===== config.mk =====
export PLATFORM = sky130hd
export DESIGN_NAME = wave_table_writer
export DESIGN_NICKNAME = d
export VERILOG_FILES = /design/src/rtl/wave_table_writer.sv
export SDC_FILE = /design/constraint.sdc
export NUM_CORES = 1
export LEC_CHECK = 0
export ABC_AREA = 1
export BUFFER_PORTS_ARGS = -buffer_cell sky130_fd_sc_hd__buf_4
export CORE_ASPECT_RATIO = 0.9
export CORE_MARGIN = 2
export CORE_UTILIZATION = 40
export CTS_CLUSTER_DIAMETER = 60
export DETAILED_ROUTE_END_ITERATION = 12
export GPL_TIMING_DRIVEN = 0
export SYNTH_ARGS = -nofsm -noshare
export SYNTH_HDL_FRONTEND = slang
export SYNTH_SLANG_ARGS = --single-unit
export TNS_END_PERCENT = 5

===== constraint.sdc =====
create_clock -name clk -period 3.7 [get_ports clk]
set_clock_uncertainty 0.05 [all_clocks]
set_input_delay 0.185 -clock clk [delete_from_list [all_inputs] [get_ports clk]]
set_output_delay 0.185 -clock clk [all_outputs]
set_load 0.005 [all_outputs]

===== src/rtl/wave_table_writer.sv =====
`default_nettype none
// ============================================================================
// Module      : wave_table_writer
// Description : Loads a waveform table into the generator's sample RAM. Bytes
//               arrive over a valid/ready handshake, are packed in pairs
//               (low byte first) into DATA_W-bit samples and written at
//               sequential addresses 0..len. On completion the table's last
//               address is published as the playback wrap point.
// Revision    : 1.0 - initial release
// ----------------------------------------------------------------------------
// Ports
//   clk        in   system clock, rising edge
//   rst        in   asynchronous active-high reset
//   start      in   single-cycle load request, sampled only when idle
//   len        in   last address to write (samples - 1), captured on start
//   in_data    in   stream byte
//   in_valid   in   stream byte valid
//   in_ready   out  writer accepts a byte this cycle
//   we         out  RAM write strobe, one cycle per sample
//   waddr      out  RAM write address
//   wdata      out  RAM write data
//   busy       out  load in progress
//   done       out  one-cycle pulse after the final write
//   last_addr  out  playback wrap address, updated only at done
// ============================================================================
module wave_table_writer #(
    parameter int ADDR_W = 12,
    parameter int DATA_W = 12
) (
    input  logic              clk,
    input  logic              rst,
    input  logic              start,
    input  logic [ADDR_W-1:0] len,
    input  logic [7:0]        in_data,
    input  logic              in_valid,
    output logic              in_ready,
    output logic              we,
    output logic [ADDR_W-1:0] waddr,
    output logic [DATA_W-1:0] wdata,
    output logic              busy,
    output logic              done,
    output logic [ADDR_W-1:0] last_addr
);

    typedef enum logic [2:0] {
        S_IDLE = 3'd0,
        S_LO   = 3'd1,
        S_HI   = 3'd2,
        S_WR   = 3'd3,
        S_FIN  = 3'd4
    } state_t;

    state_t            state_q;
    logic [ADDR_W-1:0] len_q;
    logic [ADDR_W-1:0] cnt_q;
    logic [7:0]        lo_q;
    logic [ADDR_W-1:0] waddr_q;
    logic [DATA_W-1:0] wdata_q;
    logic [ADDR_W-1:0] last_addr_q;

    always_ff @(posedge clk or posedge rst) begin
        if (rst) begin
            state_q     <= S_IDLE;
            len_q       <= '0;
            cnt_q       <= '0;
            lo_q        <= '0;
            waddr_q     <= '0;
            wdata_q     <= '0;
            last_addr_q <= '1;   // full table until a load completes
        end else begin
            case (state_q)
                S_IDLE: begin
                    if (start) begin
                        len_q   <= len;
                        cnt_q   <= '0;
                        state_q <= S_LO;
                    end
                end
                S_LO: begin
                    // in_ready is 1 here, so in_valid alone is the handshake
                    if (in_valid) begin
                        lo_q    <= in_data;
                        state_q <= S_HI;
                    end
                end
                S_HI: begin
                    if (in_valid) begin
                        // Address and data are registered here so they are
                        // stable for the whole write cycle that follows.
                        waddr_q <= cnt_q;
                        wdata_q <= {in_data[DATA_W-9:0], lo_q};
                        state_q <= S_WR;
                    end
                end
                S_WR: begin
                    // Terminal compare before the increment: len = all-ones
                    // fills the RAM without the counter ever wrapping.
                    if (cnt_q == len_q) begin
                        last_addr_q <= len_q;
                        state_q     <= S_FIN;
                    end else begin
                        cnt_q   <= cnt_q + ADDR_W'(1);
                        state_q <= S_LO;
                    end
                end
                S_FIN: begin
                    state_q <= S_IDLE;
                end
                default: begin
                    state_q <= S_IDLE;
                end
            endcase
        end
    end

    // Handshake and strobes come straight from the state register; nothing
    // here depends combinationally on in_valid.
    assign in_ready  = (state_q == S_LO) || (state_q == S_HI);
    assign we        = (state_q == S_WR);
    assign busy      = (state_q == S_LO) || (state_q == S_HI) || (state_q == S_WR);
    assign done      = (state_q == S_FIN);
    assign waddr     = waddr_q;
    assign wdata     = wdata_q;
    assign last_addr = last_addr_q;

    // High-byte bits above the sample width are intentionally discarded.
    generate
        if (DATA_W < 16) begin : g_unused_hi
            logic w_unused_hi;
            assign w_unused_hi = ^in_data[7:DATA_W-8];
        end
    endgenerate

endmodule
`default_nettype wire


# Yosys cells after proc, flatten, opt, wreduce, memory -nomap -nowiden
# Index checks and enable logic that the tools add are counted.
# classes
mux	8
n_reduce_logical	10
n_eq_ne	9
addsub	1
# ops
operator	count
$mux 12	2
$pmux 12 s2	1
$add 12x1->12 const B	1
$eq 12x12->1	1
$mux 3	4
$pmux 3 s4	1
$ne 2x2->1 const B	4
$reduce_and 2->1	4
$eq 3x2->1 const B	2
$reduce_and 3->1	2
$eq 3x1->1 const B	1
$eq 3x3->1 const B	1
$logic_not 3->1	1
$logic_or 1x1->1	2
$reduce_bool 2->1	1
# totals
input_bits	24
register_bits	71
elab_cells	35

# Logic depth before layout (Yosys ltp)
# Gate-level depths: netlist (run 1).
# depth
depth_word	3
ltp_mapped	10
mapped_depth_nobuf	9

# Worst setup path after synthesis (run 1)
# Ideal clock, no wire load.
# synth_path
path_type	register -> register
from	register cnt_q[5]
to	register last_addr_q[0], in the netlist last_addr[0]
setup_ns	0.076
path_buffers	1
synth_period_minus_slack_ns	1.353
slack_ns	2.347
stages_incl_launch_ff	10
t_arrival_ns	1.227
cell_sequence	dfrtp_1 -> inv_1 -> nand2_1 -> nand2_1 -> nand4_1 -> nor2_4 -> nand3_2 -> buf_6 -> nand2_1 -> nand2_1
# synth_via
elab_chain_cells	2
# synth_rtl
element	line_no	source
start, declared	55	logic [ADDR_W-1:0] cnt_q;
start signal, assigned	102	cnt_q <= cnt_q + ADDR_W'(1);
$eq 12x12->1	98	if (cnt_q == len_q) begin
$reduce_and 2->1 (no source line)	--	
end signal, assigned	99	last_addr_q <= len_q;
end, declared	59	logic [ADDR_W-1:0] last_addr_q;
# Every way passes these cells.
# A chain may end at the register's enable or synchronous reset.

# Final worst setup path (run 1)
# layout_path
from	register state_q[1]
to	output we
# layout_via
elab_chain_cells	1
# layout_rtl
element	line_no	source
start, declared	53	state_t state_q;
start signal, assigned	63	state_q <= S_IDLE;
start signal, assigned	76	state_q <= S_LO;
start signal, assigned	83	state_q <= S_HI;
$eq 3x2->1	119	assign we = (state_q == S_WR);
end, declared	37	output logic we,
# Every way passes these cells.

==> run_results.csv, run 1 <==
group,metric,value,unit
logic_synthesis,syn_nets,401,
status,violations,"hold timing",
die,start_util,40.9,%
route,drc,0,
logic_synthesis,synth_top_area_share,45.2,%
logic_synthesis,yosysUniqueCellTypes,28,
critical_path,cp.required,3.46,ns
global_routing,antenna_found_initial,0,
timing,hold_ws,-0.0230,ns
final_layout,diodes,0,
timing,fin_crit,1.91,ns
logic_synthesis,ys_seq_elements,71,
placement,gp_congestion,0.840,
clock_network,clk_path_buf_depth,2,
route,wl_per_cell,13.7,um
power_and_ir_drop,leakagePower,0.00206,uW
logic_synthesis,synth_top_area_cell,"dfrtp_1",
route,first_pass_iters,4,
critical_path,cp.arrival,1.67,ns
placement,post_dp_cell_area,0.00386,mm^2
placement,port_buffers,63,
timing,max-slew-margin-rel,42.3,%
clock_network,cts_setup_buffers,0,
clock_network,cts_tree,"built",
die,die-area,0.00890,mm^2
final_layout,drive_gt1_share,26.3,%
final_layout,final_area,0.00408,mm^2
power_and_ir_drop,vdd_ir_drop_max,0.000263,V
logic_synthesis,netlist_area,0.00326,mm^2
timing,setup_tns,0,ns
clock_network,clkTransAtPathRegs,0.07,ns
final_layout,area_growth,25.0,%
logic_synthesis,synthCells,376,
route,vias,2718,
die,coreArea,0.00799,mm^2
route,drt-initial-drc-count,110,
placement,hpwl,5420,um
logic_synthesis,seq_area_frac_synth,54.9,%
final_layout,fin_cells,556,
route,drt-total-wl,7600,um
placement,placed_cells,538,
timing,finalSetupViolCount,0,
status,outcome,"finished with violations",
final_layout,nets,477,
clock_network,cts_num_sinks,71,
die,die_x,99.2,um
logic_synthesis,synth.area.top_cells,"dfrtp_1 (45%), nand2_1 (12%), dfstp_2 (9.7%)",
clock_network,numCtsBuffers,9,
global_routing,grt_pass1_wl,12800,um
timing,finalHoldViolations,45,
logic_synthesis,synth.avg_cell_area,8.68,um^2
critical_path,critPathCaptureType,"output pin",
critical_path,critPathLaunchType,"flop",
clock_network,clockRootBuffer,"clkbuf_8",
critical_path,path_max_fanout,10,
timing,tightestPinTransition,0.866,ns
worst_hold_path,hp-class,"in2async",
power_and_ir_drop,cellPowerDensity,731,mW/mm^2
route,ant_nets,0,
placement,pre_cts_slack,2.08,ns
timing,rsz0062_at_grt,"no",
run,cap_violations,0,
timing,fin_crit_sh,51.5,%
clock_network,htreeDepth,3,
die,io_pins,64,
timing,maxSlewViolCount,0,
global_routing,grt_pass1_vias,2693,
die,rows,31,
timing,fmax,525,MHz
critical_path,path_class,"reg2out",
timing,setup_ws,1.79,ns
global_routing,grt_max_degree,72,
die,die_h,89.7,um
global_routing,grt_overflow,0,
logic_synthesis,yosysWarnings,0,
route,via_per_inst,4.89,
global_routing,track_usage,18.0,%
clock_network,clk_latency,0.34,ns
[critical path, cell delays in order, from the launching register on]
cell     delay (ns)
dfrtp_1        0.43
inv_2          0.05
nor2_2         0.16
inv_2          0.07
nor2_4         0.24
buf_4          0.25
buf_4          0.13
[routing by layer]
layer	vias to the layer above	wire (um)	track usage, %
li1	1364	-	-
met1	1281	3480	23.9
met2	62	3650	28.2
met3	11	351	5.05
met4	0	119	6.39
met5	-	0	0
[path summary, 6_finish.rpt]
| check | slack (ns) | end | startpoint | cells past startpoint |
|---|---|---|---|---|
| setup / recovery | 1.79 | we | state_q[1] | 6 |
| hold / removal | -0.02 | waddr[5] | rst | 2 |
| setup reg to reg | 2.05 | last_addr[9] | cnt_q[5] | 9 |
| hold reg to reg | 0.41 | last_addr[5] | last_addr[5] | 2 |
| max in group asynchronous | 3.07 | len_q[3] | rst | 2 |
| min in group clk | 0.02 | state_q[1] | in_valid | 2 |
[synthesized netlist by cell type]
library cell / number
nor3_1: 1
nor2_4: 2
dfstp_2: 12
xor2_1: 4
buf_1: 1
ha_1: 1
nand2_1: 106
inv_2: 8
a21oi_1: 12
buf_2: 3
buf_6: 1
buf_4: 4
o21ai_0: 3
nand2_2: 1
nand3_2: 4
o211ai_1: 1
nor2_2: 3
dfrtp_1: 59
o21ai_1: 24
inv_1: 33
xnor2_1: 4
clkbuf_1: 6
o22ai_1: 1
nand4_1: 22
mux2_2: 2
nand3_1: 25
mux2_1: 6
nor2_1: 27
[flip-flops by register name, summed over array words and instances (netlist names)]
name and flops:
last_addr 12, waddr 12, state_q 3, lo_q 8, cnt_q 12, wdata 12, len_q 12
[cell families after synthesis]
kind of cell	synth area share, %
AOI/OAI and AO/OA	6.40
adders and majority gates	0.383
and+or+nand+nor	26.2
DFF	54.9
muxes	2.76
buffers and inverters	7.24
xor gates and xnor gates	2.15
[cells in the final DEF (no fill, tap or decap), drive strengths merged]
cell / count
nand4: 22
buf: 72
o21ai: 27
ha: 1
nand2: 107
mux2: 8
nor2: 32
clkinv: 3
o22ai: 1
clkinvlp: 2
o211ai: 1
inv: 41
a21oi: 12
nor3: 1
dfstp: 12
clkbuf: 16
dfrtp: 59
xnor2: 4
bufinv: 1
xor2: 4
dlygate4sd3: 2
nand3: 29
[stage by stage]
step | util (%) | total power (uW)
finish | 51.1 | 2980
global route | 51.1 | 3220
CTS | 51.1 | 3010
detailed placement | 48.4 | 2380
global placement | 48.3 | 2350
floorplan | - | 1930
[power breakdown]
part           leakage, uW  switching (uW)  total [uW]  internal [uW]
sequential        0.000864             227        1290           1060
combinational      0.00110             603        1080            479
clock            0.0000981             292         618            326
[timing repair]
| action | CTS | global route |
|---|---|---|
| hold buffers | 2 | 0 |
| hold endpoints to repair | 2 | 0 |
| endpoints found under the setup margin | 0 | 0 |
| resized for setup | 0 | 0 |
[area by class of cell]
type,instances,area (um^2)
well taps,99,124
clock inverters,6,60.1
fillers,786,3910
clock buffers,10,138
flip-flops and latches,71,1790
repair buffers,65,493
inverters,41,156
plain buffers,15,82.6
multi-input cells,249,1240
(Power assumes the default switching activity.)
==> inputs of run 2 (changes only) <==
==> constraint.sdc (replaced) <==
create_clock -name clk -period 1.6 [get_ports clk]
set_clock_uncertainty 0.05 [all_clocks]
set_input_delay 0.08 -clock clk [delete_from_list [all_inputs] [get_ports clk]]
set_output_delay 0.08 -clock clk [all_outputs]
set_load 0.005 [all_outputs]
==> run 2 against run 1 <==
Compared with the run above:
- the run now ends clean
- register-to-register slack got worse by 2.0 ns
- die area is the same
- worst setup slack worse by 1.8 ns
- final area increased by 10%
- power grew to 2.5 times the previous value
- flip-flop and latch count unchanged
- global-route usage is 0.95 points higher
- non-clock buffer count grew 31
- routed wire length grew 6.1%
- clock power rose to 2.7 times the previous value
- largest cell class unchanged
==> run_results.csv, run 2 (same netlist as run 1, synthesis figures left out) <==
group,metric,value,unit
critical_path,cp.required,1.47,ns
critical_path,path_class,"reg2out",
clock_network,cts_num_sinks,71,
final_layout,mostFrequentLayoutCell,"nand2_1",
global_routing,grt_overflow,0,
power_and_ir_drop,leakagePower,0.00225,uW
power_and_ir_drop,vdd_ir_drop_max,0.000672,V
die,die_x,99.2,um
run,cap_violations,0,
clock_network,clockRootBuffer,"clkbuf_8",
route,drt-initial-drc-count,130,
route,drt-total-wl,8070,um
route,drc,0,
critical_path,path_cells,"nor2_4 -> inv_2 -> nor2_4 -> buf_6 -> buf_4",
critical_path,crit_top_cell,"nor2_4",
critical_path,cp.arrival,1.47,ns
die,coreArea,0.00799,mm^2
die,die-area,0.00890,mm^2
final_layout,fin_cells,587,
die,rows,31,
final_layout,drive_gt1_share,32.0,%
timing,fmax,625,MHz
die,start_util,40.9,%
timing,setup_tns,0,ns
clock_network,clkTransAtPathRegs,0.08,ns
final_layout,area_growth,38.1,%
critical_path,critPathLaunchType,"flop",
global_routing,grt_pass1_wl,13400,um
power_and_ir_drop,cellPowerDensity,1660,mW/mm^2
timing,tightestPinTransition,0.686,ns
critical_path,critPathCaptureType,"output pin",
critical_path,crit_slowest_cell,"dfrtp_2",
placement,gp_congestion,0.844,
route,first_pass_iters,4,
critical_path,slowest_delay,0.45,ns
timing,rsz0062_at_grt,"yes",
global_routing,track_usage,18.9,%
route,wl_per_cell,13.7,um
global_routing,grt_max_degree,42,
critical_path,path_max_fanout,10,
route,vias,2850,
final_layout,nets,508,
timing,finalSetupViolCount,0,
clock_network,numCtsBuffers,9,
placement,hpwl,5600,um
timing,fin_crit,1.60,ns
clock_network,clk_path_buf_depth,2,
timing,maxSlewViolCount,0,
die,io_pins,64,
final_layout,diodes,0,
die,die_h,89.7,um
clock_network,cts_tree,"built",
clock_network,htreeDepth,3,
status,outcome,"complete, no violations",
final_layout,layout_common_cells,"nand2_1 (104), buf_4 (72), dfrtp_1 (53)",
timing,max-slew-margin-rel,54.1,%
placement,port_buffers,63,
placement,placed_cells,539,
worst_hold_path,hp-class,"in2reg",
timing,finalHoldViolations,0,
global_routing,grt_pass1_vias,2813,
route,ant_nets,0,
route,via_per_inst,4.86,
clock_network,clk_latency,0.35,ns
timing,fin_crit_sh,99.9,%
global_routing,antenna_found_initial,0,
run 2: worst max-delay path: cells and delay by family, from the launching register on:
family | cells | cell delay [ns]
buffers and inverters | 3 | 0.35
DFF | 1 | 0.45
and+or+nand+nor | 2 | 0.32
run 2: final cells by class:
type	instances	area [um^2]
clock inverter	6	91.3
tap	99	124
clock buffer	10	138
buffer	15	106
multi-input combinational	249	1300
fill	721	3480
inverter	41	158
timing repair buffer	96	792
sequential	71	1800
run 2: final timing paths:
kind | from | endpoint | slack [ns] | cells after the start
min in group asynchronous | rst | waddr[8] | 0.33 | 3
max | state_q[2] | we | 0.0008 | 5
max reg2reg | state_q[2] | len_q[10] | 0.04 | 4
max in group asynchronous | rst | last_addr[8] | 0.47 | 4
min reg2reg | last_addr[7] | last_addr[7] | 0.41 | 2
min | start | state_q[1] | 0.07 | 3
run 2: layer usage:
| layer | vias up | global-route usage (%) | wire (um) |
|---|---|---|---|
| met3 | 8 | 4.51 | 422 |
| met1 | 1343 | 26.0 | 3630 |
| met4 | 0 | 5.94 | 96 |
| li1 | 1429 | - | - |
| met2 | 70 | 29.8 | 3920 |
| met5 | - | 0 | 0 |
run 2: power breakdown:
group          internal [uW]  switching, uW  leakage (uW)
combinational           1320           1480       0.00127
sequential              2450            555      0.000855
clock                    931            726      0.000117
total                   4710           2760       0.00225
run 2: stage by stage:
stage / power (uW) / area (um^2) / setup slack, ns / util [%] / hold WS (ns)
2_1_floorplan: 4450 / 3270 / 0.247 / - / 0.139
3_3_place_gp: 5430 / 3860 / -0.00424 / 48.4 / 0.250
3_5_place_dp: 5520 / 3880 / -0.0400 / 48.6 / 0.182
4_1_cts: 7270 / 4370 / 0.00438 / 54.7 / 0.0412
5_1_grt: 8020 / 4510 / -0.0703 / 56.4 / 0.0944
6_report: 7470 / 4510 / 0.000806 / 56.4 / 0.0695
run 2: repair_timing:
action / CTS / global route
hold endpoints to repair: 50 / 0
hold buffers: 22 / 0
setup endpoints to repair: 19 / 50
pin swaps: 2 / 4
gates resized for setup: 5 / 32
buffers inserted: 3 / 7
==> inputs of run 3 (changes only) <==
--- a/config.mk
+++ b/config.mk
@@ -6,10 +6,11 @@
 export NUM_CORES = 1
 export LEC_CHECK = 0
 export ABC_AREA = 1
+export ABC_CLOCK_PERIOD_IN_PS = 1600
 export BUFFER_PORTS_ARGS = -buffer_cell sky130_fd_sc_hd__buf_4
 export CORE_ASPECT_RATIO = 0.9
 export CORE_MARGIN = 2
-export CORE_UTILIZATION = 40
+export CORE_UTILIZATION = 37
 export CTS_CLUSTER_DIAMETER = 60
 export DETAILED_ROUTE_END_ITERATION = 12
 export GPL_TIMING_DRIVEN = 0
==> run 3 against run 2 <==
Compared with the run above:
- clock power fell by 10%
- hold slack better by 0.0031 ns
- highest routed layer unchanged
- critical path type unchanged
- sequential share of layout area hardly changed
- critical endpoint unchanged
- first-iteration DRC count decreased by 12%
- global-route usage is 1.1 points lower
- clock-buffer cell count decreased by 1
- utilization shrank 3.9 points
- combinational power about the same
- cell count is 3.6% higher
==> run_results.csv, run 3 (same netlist as run 1, synthesis figures left out) <==
group,metric,value,unit
status,outcome,"complete, no violations",
route,via_per_inst,4.70,
timing,setup_tns,0,ns
timing,fmax,631,MHz
timing,fin_crit,1.58,ns
final_layout,layout_common_cells,"nand2_1 (104), buf_4 (77), dfrtp_1 (55)",
critical_path,path_class,"reg2out",
route,drt-initial-drc-count,115,
global_routing,grt_pass1_vias,2800,
global_routing,track_usage,17.9,%
clock_network,htreeDepth,3,
placement,gp_congestion,0.859,
power_and_ir_drop,switching_share,38.1,%
global_routing,antenna_found_initial,0,
final_layout,drive_gt1_share,30.9,%
placement,post_dp_cell_area,0.00391,mm^2
die,io_pins,64,
route,first_pass_iters,5,
power_and_ir_drop,power_switching,2770,uW
placement,port_buffers,63,
power_and_ir_drop,leakagePower,0.00223,uW
power_and_ir_drop,power_frac_comb,38.4,%
power_and_ir_drop,power_frac_seq,41.1,%
placement,hpwl,5500,um
clock_network,numCtsBuffers,9,
power_and_ir_drop,power,7280,uW
clock_network,clk_path_buf_depth,2,
placement,placed_cells,559,
clock_network,clkTransAtPathRegs,0.08,ns
critical_path,critPathCaptureType,"output pin",
clock_network,clockRootBuffer,"clkbuf_8",
die,die_x,103,um
critical_path,path_cells,"nor2_4 -> inv_2 -> nor2_4 -> buf_6 -> buf_4",
critical_path,critPathLaunchType,"flop",
critical_path,crit_slowest_cell,"dfrtp_1",
final_layout,fin_cells,608,
final_layout,final_area,0.00450,mm^2
timing,max-slew-margin-rel,55.0,%
timing,maxSlewViolCount,0,
worst_hold_path,hp-class,"in2reg",
global_routing,grt_max_degree,43,
critical_path,slowest_delay,0.45,ns
route,drt-total-wl,7930,um
route,vias,2855,
die,rows,32,
final_layout,mostFrequentLayoutCell,"nand2_1",
route,drc,0,
timing,tightestPinTransition,0.673,ns
critical_path,path_max_fanout,10,
die,coreArea,0.00857,mm^2
die,die-area,0.00959,mm^2
power_and_ir_drop,vdd_ir_drop_max,0.000673,V
power_and_ir_drop,intPower,4510,uW
die,die_h,93.1,um
die,start_util,38.1,%
timing,setup_ws,0.0151,ns
clock_network,clk_latency,0.35,ns
clock_network,cts_tree,"built",
timing,rsz0062_at_grt,"yes",
final_layout,diodes,0,
global_routing,grt_overflow,0,
route,wl_per_cell,13.0,um
critical_path,crit_top_cell,"nor2_4",
power_and_ir_drop,cellPowerDensity,1620,mW/mm^2
power_and_ir_drop,pwr-share-clk,20.5,%
placement,pre_cts_slack,-0.00690,ns
timing,finalHoldViolations,0,
critical_path,cp.arrival,1.45,ns
final_layout,nets,509,
timing,fin_crit_sh,99.1,%
run,cap_violations,0,
global_routing,grt_pass1_wl,13300,um
clock_network,cts_num_sinks,71,
final_layout,area_growth,37.8,%
route,ant_nets,0,
timing,finalSetupViolCount,0,
critical_path,cp.required,1.47,ns
run 3: cell count changes in the layout (fill, tap and decap cells not counted), moves of 2 or more:
cell / delta
buf_4: +5
buf_6: -2
clkinvlp_4: +2
dfrtp_1: +2
dfrtp_2: -2
nand3_2: -2
run 3: final timing paths:
| kind | from | to | slack, ns | cells after the start |
|---|---|---|---|---|
| worst max-delay path | state_q[2] | we | 0.02 | 5 |
| worst min-delay path | start | state_q[1] | 0.07 | 3 |
| worst max register to register | state_q[2] | len_q[10] | 0.04 | 4 |
| worst min register to register | last_addr[1] | last_addr[1] | 0.41 | 2 |
| max in group asynchronous | rst | last_addr[11] | 0.49 | 4 |
| min in group asynchronous | rst | waddr[8] | 0.33 | 3 |
run 3: repair_timing:
action / 4_1_cts / 5_1_grt
endpoints found under the setup margin: 11 / 50
hold endpoints to repair: 45 / 0
gates resized for setup: 4 / 30
cloned: 0 / 1
pin swaps: 2 / 6
hold buffers: 22 / 0
buffers inserted: 1 / 9
run 3: routing by layer:
layer	vias to the layer above	track usage [%]	part of all wire [%]
met1	1366	24.6	49
li1	1437	-	-
met2	46	27.9	47
met3	6	4.33	3.2
met4	0	5.59	1.2
met5	-	0	0
run 3: worst max-delay path: cells and delay by family (launching register included):
kind,cells,cell delay [ns]
DFF,1,0.45
buffers and inverters,3,0.34
and+or+nand+nor,2,0.32
run 3: final cells by class:
class	instances	area [um^2]
repair buffers	97	796
fillers	850	4070
inverters	41	158
plain buffers	15	104
well taps	119	149
clock inverters	7	80.1
clock buffers	9	124
multi-input cells	249	1290
flip-flops and latches	71	1800
run 3: through the flow:
| step | util [%] | hold WS (ns) |
|---|---|---|
| floorplan | - | 0.139 |
| global placement | 45.4 | 0.252 |
| detailed placement | 45.6 | 0.174 |
| CTS | 50.8 | 0.0630 |
| global route | 52.5 | 0.112 |
| finish | 52.5 | 0.0726 |
run 3: power groups by stage:
stage	clock network (uW)	registers [uW]	logic [uW]
after detailed placement	0	3000	2500
final	1490	2990	2800
after global routing	1590	3090	3180
after floorplan	0	2890	1560
after global placement	0	2980	2450
after CTS	1530	2970	2600
